===== src/rtl/fetch_pkg.sv =====
// Shared types and constants for the RV32 instruction-fetch stage.
package fetch_pkg;

  typedef enum logic {
    ST_RUN  = 1'b0,
    ST_HALT = 1'b1
  } fetch_state_e;

  localparam logic [31:0] NOP_INST         = 32'h0000_0013;  // addi x0, x0, 0
  localparam logic [31:0] RESET_PC_DEFAULT = 32'h0000_0000;

endpackage


===== src/rtl/fetch_if_id_reg.sv =====
// IF/ID pipeline register: load a fetched instruction, hold it, or insert a bubble.
// A bubble clears valid and forces a NOP but leaves pc/pc4 at their previous values.
module if_id_reg
  import fetch_pkg::*;
#(
  parameter int XLEN = 32
) (
  input  logic            clk,
  input  logic            rst_n,
  input  logic            load_i,
  input  logic            bubble_i,
  input  logic [XLEN-1:0] pc_i,
  input  logic [XLEN-1:0] pc4_i,
  input  logic [31:0]     inst_i,
  output logic            valid_o,
  output logic [XLEN-1:0] pc_o,
  output logic [XLEN-1:0] pc4_o,
  output logic [31:0]     inst_o
);

  logic            valid_q, valid_d;
  logic [XLEN-1:0] pc_q, pc_d;
  logic [XLEN-1:0] pc4_q, pc4_d;
  logic [31:0]     inst_q, inst_d;

  // NOTE: every always_comb output gets a default first so no path leaves it unassigned (no latch).
  always_comb begin
    valid_d = valid_q;
    pc_d    = pc_q;
    pc4_d   = pc4_q;
    inst_d  = inst_q;
    if (load_i) begin
      valid_d = 1'b1;
      pc_d    = pc_i;
      pc4_d   = pc4_i;
      inst_d  = inst_i;
    end else if (bubble_i) begin
      valid_d = 1'b0;
      inst_d  = NOP_INST;
    end
  end

  // NOTE: sequential state uses non-blocking assignments so all flops update together at the edge.
  always_ff @(posedge clk or negedge rst_n) begin
    if (!rst_n) begin
      valid_q <= 1'b0;
      pc_q    <= '0;
      pc4_q   <= XLEN'(4);
      inst_q  <= NOP_INST;
    end else begin
      valid_q <= valid_d;
      pc_q    <= pc_d;
      pc4_q   <= pc4_d;
      inst_q  <= inst_d;
    end
  end

  assign valid_o = valid_q;
  assign pc_o    = pc_q;
  assign pc4_o   = pc4_q;
  assign inst_o  = inst_q;

endmodule


===== src/rtl/fetch_stage.sv =====
// Instruction-fetch stage: PC, RUN/HALT FSM, imem request and IF/ID loading.
// Define FETCH_PERF_CNT_EN to add the perf_fetched_o / perf_stall_o counters.
module fetch_stage
  import fetch_pkg::*;
#(
  parameter int              XLEN     = 32,
  parameter logic [XLEN-1:0] RESET_PC = XLEN'(RESET_PC_DEFAULT)
) (
  input  logic            clk,
  input  logic            rst_n,
  input  logic            stall_i,
  input  logic            redirect_i,
  input  logic [XLEN-1:0] redirect_pc_i,
  input  logic            halt_i,
  output logic            imem_req_o,
  output logic [XLEN-1:0] imem_addr_o,
  input  logic            imem_ready_i,
  input  logic [31:0]     imem_rdata_i,
  output logic            if_id_valid_o,
  output logic [XLEN-1:0] if_id_pc_o,
  output logic [XLEN-1:0] if_id_pc4_o,
  output logic [31:0]     if_id_inst_o,
  output logic            halted_o
`ifdef FETCH_PERF_CNT_EN
  ,
  output logic [31:0]     perf_fetched_o,
  output logic [31:0]     perf_stall_o
`endif
);

  fetch_state_e    state_q, state_d;
  logic [XLEN-1:0] pc_q, pc_d;
  logic [XLEN-1:0] pc_plus4;
  logic            load;
  logic            bubble;

  assign pc_plus4 = pc_q + XLEN'(4);

  // Priority in RUN: redirect > halt > stall > fetch; a redirect flushes the younger halting instruction.
  always_comb begin
    state_d = state_q;
    pc_d    = pc_q;
    load    = 1'b0;
    bubble  = 1'b0;
    case (state_q)
      ST_RUN: begin
        if (redirect_i) begin
          pc_d   = {redirect_pc_i[XLEN-1:2], 2'b00};
          bubble = 1'b1;
        end else if (halt_i) begin
          state_d = ST_HALT;
          bubble  = 1'b1;
        end else if (stall_i) begin
          // hold PC and IF/ID; this cycle's fetch data is dropped
        end else if (imem_ready_i) begin
          pc_d = pc_plus4;
          load = 1'b1;
        end else begin
          bubble = 1'b1;
        end
      end
      ST_HALT: bubble = 1'b1;
    endcase
  end

  always_ff @(posedge clk or negedge rst_n) begin
    if (!rst_n) begin
      state_q <= ST_RUN;
      pc_q    <= RESET_PC;
    end else begin
      state_q <= state_d;
      pc_q    <= pc_d;
    end
  end

  assign imem_req_o  = (state_q == ST_RUN);
  assign imem_addr_o = pc_q;
  assign halted_o    = (state_q == ST_HALT);

  if_id_reg #(.XLEN(XLEN)) u_if_id (
    .clk      (clk),
    .rst_n    (rst_n),
    .load_i   (load),
    .bubble_i (bubble),
    .pc_i     (pc_q),
    .pc4_i    (pc_plus4),
    .inst_i   (imem_rdata_i),
    .valid_o  (if_id_valid_o),
    .pc_o     (if_id_pc_o),
    .pc4_o    (if_id_pc4_o),
    .inst_o   (if_id_inst_o)
  );

`ifdef FETCH_PERF_CNT_EN
  logic [31:0] perf_fetched_q, perf_fetched_d;
  logic [31:0] perf_stall_q, perf_stall_d;

  // Both counters only move in RUN, so they freeze once halted.
  always_comb begin
    perf_fetched_d = perf_fetched_q + (load ? 32'd1 : 32'd0);
    perf_stall_d   = perf_stall_q;
    if (state_q == ST_RUN && !redirect_i && (stall_i || !imem_ready_i))
      perf_stall_d = perf_stall_q + 32'd1;
  end

  always_ff @(posedge clk or negedge rst_n) begin
    if (!rst_n) begin
      perf_fetched_q <= '0;
      perf_stall_q   <= '0;
    end else begin
      perf_fetched_q <= perf_fetched_d;
      perf_stall_q   <= perf_stall_d;
    end
  end

  assign perf_fetched_o = perf_fetched_q;
  assign perf_stall_o   = perf_stall_q;
`endif

endmodule


===== config.mk =====
export PLATFORM = sky130hd
export DESIGN_NAME = fetch_stage
export DESIGN_NICKNAME = d
export VERILOG_FILES = /design/src/rtl/fetch_pkg.sv /design/src/rtl/fetch_if_id_reg.sv /design/src/rtl/fetch_stage.sv
export SDC_FILE = /design/constraint.sdc
export NUM_CORES = 1
export LEC_CHECK = 0
export ABC_AREA = 1
export CELL_PAD_IN_SITES_DETAIL_PLACEMENT = 1
export CELL_PAD_IN_SITES_GLOBAL_PLACEMENT = 2
export CORE_ASPECT_RATIO = 1.25
export CORE_MARGIN = 2
export CORE_UTILIZATION = 23
export CTS_CLUSTER_SIZE = 20
export DETAILED_ROUTE_END_ITERATION = 10
export PLACE_DENSITY = 0.79
export REMOVE_ABC_BUFFERS = 1
export SETUP_SLACK_MARGIN = 0.4
export SLEW_MARGIN = 20
export SYNTH_ARGS = -nofsm -noshare
export SYNTH_HDL_FRONTEND = slang
export SYNTH_SLANG_ARGS = --single-unit
export TNS_END_PERCENT = 20

===== constraint.sdc =====
create_clock -name clk -period 1.5 [get_ports clk]
set_clock_uncertainty 0.1 [all_clocks]
set_input_delay 0.3 -clock clk [delete_from_list [all_inputs] [get_ports clk]]
set_output_delay 0.3 -clock clk [all_outputs]
set_load 0.03 [all_outputs]

==> impl_results.md <==
* Status: complete, but fails checks
* Violated checks: setup timing
* Vias after detailed routing at about 6100
* Number of standard cells in the layout, taps in and fillers out at approximately 1400
* Mean post-synth cell area at around 8 um2
* HPWL after detailed placement at between 15 and 20 mm
* Num ports at 201
* Starting density of the core at 23.27%
* Longest individual stage delay on the worst path at about 0.39 ns
* Final layout net count at 1112
* Final setup margin at -0.2150 ns
* Cell Count Post-Placement at ~1300
* Post-Route Setup TNS at -7.507 ns
* Crit-path max FO at 3
* Asr flop ratio synth at between 90% and 100%
* Overall global routing resource usage at between 15 and 20%
* Arrival time reported for the critical path endpoint at around 1.9 ns
* Final critical path time including I/O delays and setup at between 1.5 and 2 ns
* Count of flip-flops with a built-in enable after synthesis at 0
* Maximum level of the CTS H-tree at 4
* DRT antenna net count at 0
* Number of vias per cell at 4.361
* Number of antenna violations at the first check in global routing at 1
* Top cell type's share of synthesized area at between 50% and 60%
* FP Rows at 65
* Area growth from synthesis to final layout at 90.41%
* Kind of start point of the critical path: flip-flop
* Most repeated cell in the gate-level netlist after synthesis: nand2_1
* Die boundary width at roughly 150 um
* Synth Flop Type: dfrtp_1
* Clock Pin Slew Worst Setup and Hold Paths at roughly 0.060 ns
* Pins over their slew limit at 0
* Power density of the placed cells at approximately 1900 nW/um2
* #FFs+latches synth at 124
* Data required time at the worst endpoint at approximately 1.7 ns
* Leakage power figure at ~5.1 nW
* Share of cells above drive strength 1 at between 40 and 50%
* Synth cell count leaders: nand2_1, dfrtp_1, nor2_1
* Die Ht at 182.3 um
* Via count of the first global-routing pass at approximately 6400
* Clock tree buffer depth at 2
* Cell type contributing the most total cell area after synthesis: dfrtp_1
* Period utilization at 114.3%
* Final wirelength at 23.82 mm
* Final Hold Fails at 0
* Achievable Freq at 0.5831 GHz
* Kind of end point of the critical path: flip-flop
* Maximum number of pins on one net before global-route repair at 83
* Count of fill cells added during filler insertion at approximately 2800
* Final-report setup violation count at 124
* Wire length of the first global-routing pass at roughly 35 mm
* Warning count from the yosys run at 0
* Synthesized area at 5847 um2
* CTS root buffer: clkbuf_16
* Remaining design rule violation count at 0
* Cell mode on critical path: buf_4
* Clock tree sinks at about 120
* Initial drt markers at between 200 and 250
* Final routed wire length divided by cell count at about 17 um
* Maximum vdd drop at 925.9 uV
* Type of the worst setup path: flip-flop to flip-flop
* Crit-path leading delay family: simple AND/OR/NAND/NOR gates
* HP Class: input port to async pin
* Total overflow reported by the global router at 0
* Clock latency on the worst-skew pair at 0.41 ns
* Setup repair after global routing missed its margin: yes
* Gp weighted congestion at between 0.7 and 0.8
* Core Area at 25130 um2
* Post-synthesis cell type count at 28
* IO buf count at 192
* Post-synthesis sequential area ratio at 53.16%
* Area contributors post-synth: dfrtp_1, nand2_1, o21ai_0, nor2_1, inv_1
* Crit-path cells: ha_2 -> nand2_2 -> nor2_4 -> buf_4 -> nand2_4 -> buf_4 -> xor2_2 -> nor2_1 -> o22ai_1
* Cell count after synthesis at 749
* Area enclosed by the die boundary at 26720 um2
* Max stage delay cell, worst path: dfrtp_1
* CTS tree: done
* Max-cap check violation count at 0
* First-pass detailed-route iteration total at 4
* Total buffers and inverters traversed by the critical path at 2
* Number of buffers created by CTS at 17
per-stage QoR:
stage	total power [mW]	area, um2	hold WS (ns)	util, %	worst slack, ns
global placement	15.14	9273	-0.005348	36.90	-0.4220
CTS	20.31	10380	0.1176	41.31	-0.2806
global route	21.90	11130	0.1382	44.30	-0.3168
floorplan	9.179	5674	-0.09559	-	-1.874
detailed placement	15.25	9273	-0.006677	36.90	-0.4741
finish	20.83	11130	0.1416	44.30	-0.2150
kinds of logic (layout without fill, tap and decap cells):
kind of cell	Yosys count	in the layout	synth area share, %
XOR/XNOR	7	7	1.049
buffers and inverters	110	410	8.025
flip-flops	124	124	53.16
other	1	7	0.06414
adder cells (fa/ha/maj)	1	1	0.2140
AND/OR/NAND/NOR	395	395	27.18
AO/OA/AOI/OAI	111	111	10.31
layout by cell type, fill, tap and decap left out, types with 2 or more instances in the layout:
master             n
nand2_1          188
dfrtp_1          117
buf_6             97
nor2_1            71
buf_12            70
inv_1             68
clkdlybuf4s50_1   66
nand2_2           63
buf_4             57
o21ai_1           45
nand3_1           29
o21ai_2           29
clkbuf_16         25
nor2_4            15
o21ai_0           13
nor2_2            12
nand2_4            9
a31oi_1            8
conb_1             6
nand3_2            5
xor2_2             5
o22ai_1            5
clkinv_2           5
dfstp_2            4
inv_2              3
o211ai_1           3
o22ai_2            3
clkbuf_8           3
dfrtp_2            3
buf_16             3
inv_4              2
clkinv_4           2
and2_1             2
xor2_1             2
clkinvlp_4         2
bufinv_16          2
final cells by class:
cell class | count | area (um2) | share of cell area [%]
Antenna cell | 1 | 2.502 | 0.02248
Timing Repair Buffer | 304 | 3901 | 35.04
Inverter | 74 | 287.8 | 2.585
Sequential cell | 124 | 3112 | 27.95
Clock inverter | 11 | 117.6 | 1.056
Clock buffer | 21 | 470.5 | 4.226
Tap cell | 335 | 419.2 | 3.765
Multi-Input combinational cell | 520 | 2823 | 25.35
what timing repair did:
action | in CTS | in global routing
hold buffers | 1 | 0
setup endpoints to repair | 248 | 276
setup buffers | 14 | 12
pin swaps | 43 | 24
resized for setup | 453 | 139
hold endpoints to repair | 120 | 0
gates cloned | 0 | 8
metal layers:
| layer | global-route usage, % | wire length, um |
|---|---|---|
| met5 | 0 | 0 |
| met4 | 4.660 | 389 |
| met3 | 3.450 | 857 |
| met2 | 28.86 | 12340 |
| met1 | 20.74 | 10240 |
power by group:
part           internal [mW]  total, mW  switching, mW
sequential              4.42       5.59           1.17
combinational           5.66       11.1           5.42
clock                   2.57       4.15           1.58
total                   12.7       20.8           8.18
state kept, by name, summed over array words and instances, names as in the netlist:
signal / cells
halted_o: 1
u_if_id.pc4_o: 30
u_if_id.valid_o: 1
u_if_id.inst_o: 32
imem_addr_o: 30
u_if_id.pc_o: 30
path summary, 6_finish.rpt:
check	from	to	slack (ns)	cells after the start
worst min-delay path	rst_n	u_if_id.pc4_o[10]	0.14	2
worst max register to register	imem_addr_o[2]	imem_addr_o[8]	-0.22	9
worst min register to register	u_if_id.pc4_o[2]	u_if_id.pc4_o[2]	0.38	2
max in group asynchronous	rst_n	u_if_id.pc4_o[28]	0.50	3
worst max-delay path	imem_addr_o[2]	imem_addr_o[8]	-0.22	9
min in group clk	imem_rdata_i[21]	u_if_id.inst_o[21]	0.34	3
worst register-to-register path, cell delays in order (launching register included):
cell and delay, ns:
dfrtp_1 0.39, ha_2 0.20, nand2_2 0.07, nor2_4 0.15, buf_4 0.15, nand2_4 0.07
buf_4 0.14, xor2_2 0.14, nor2_1 0.11, o22ai_1 0.08
No activity file was read; power rests on OpenSTA's default activity.
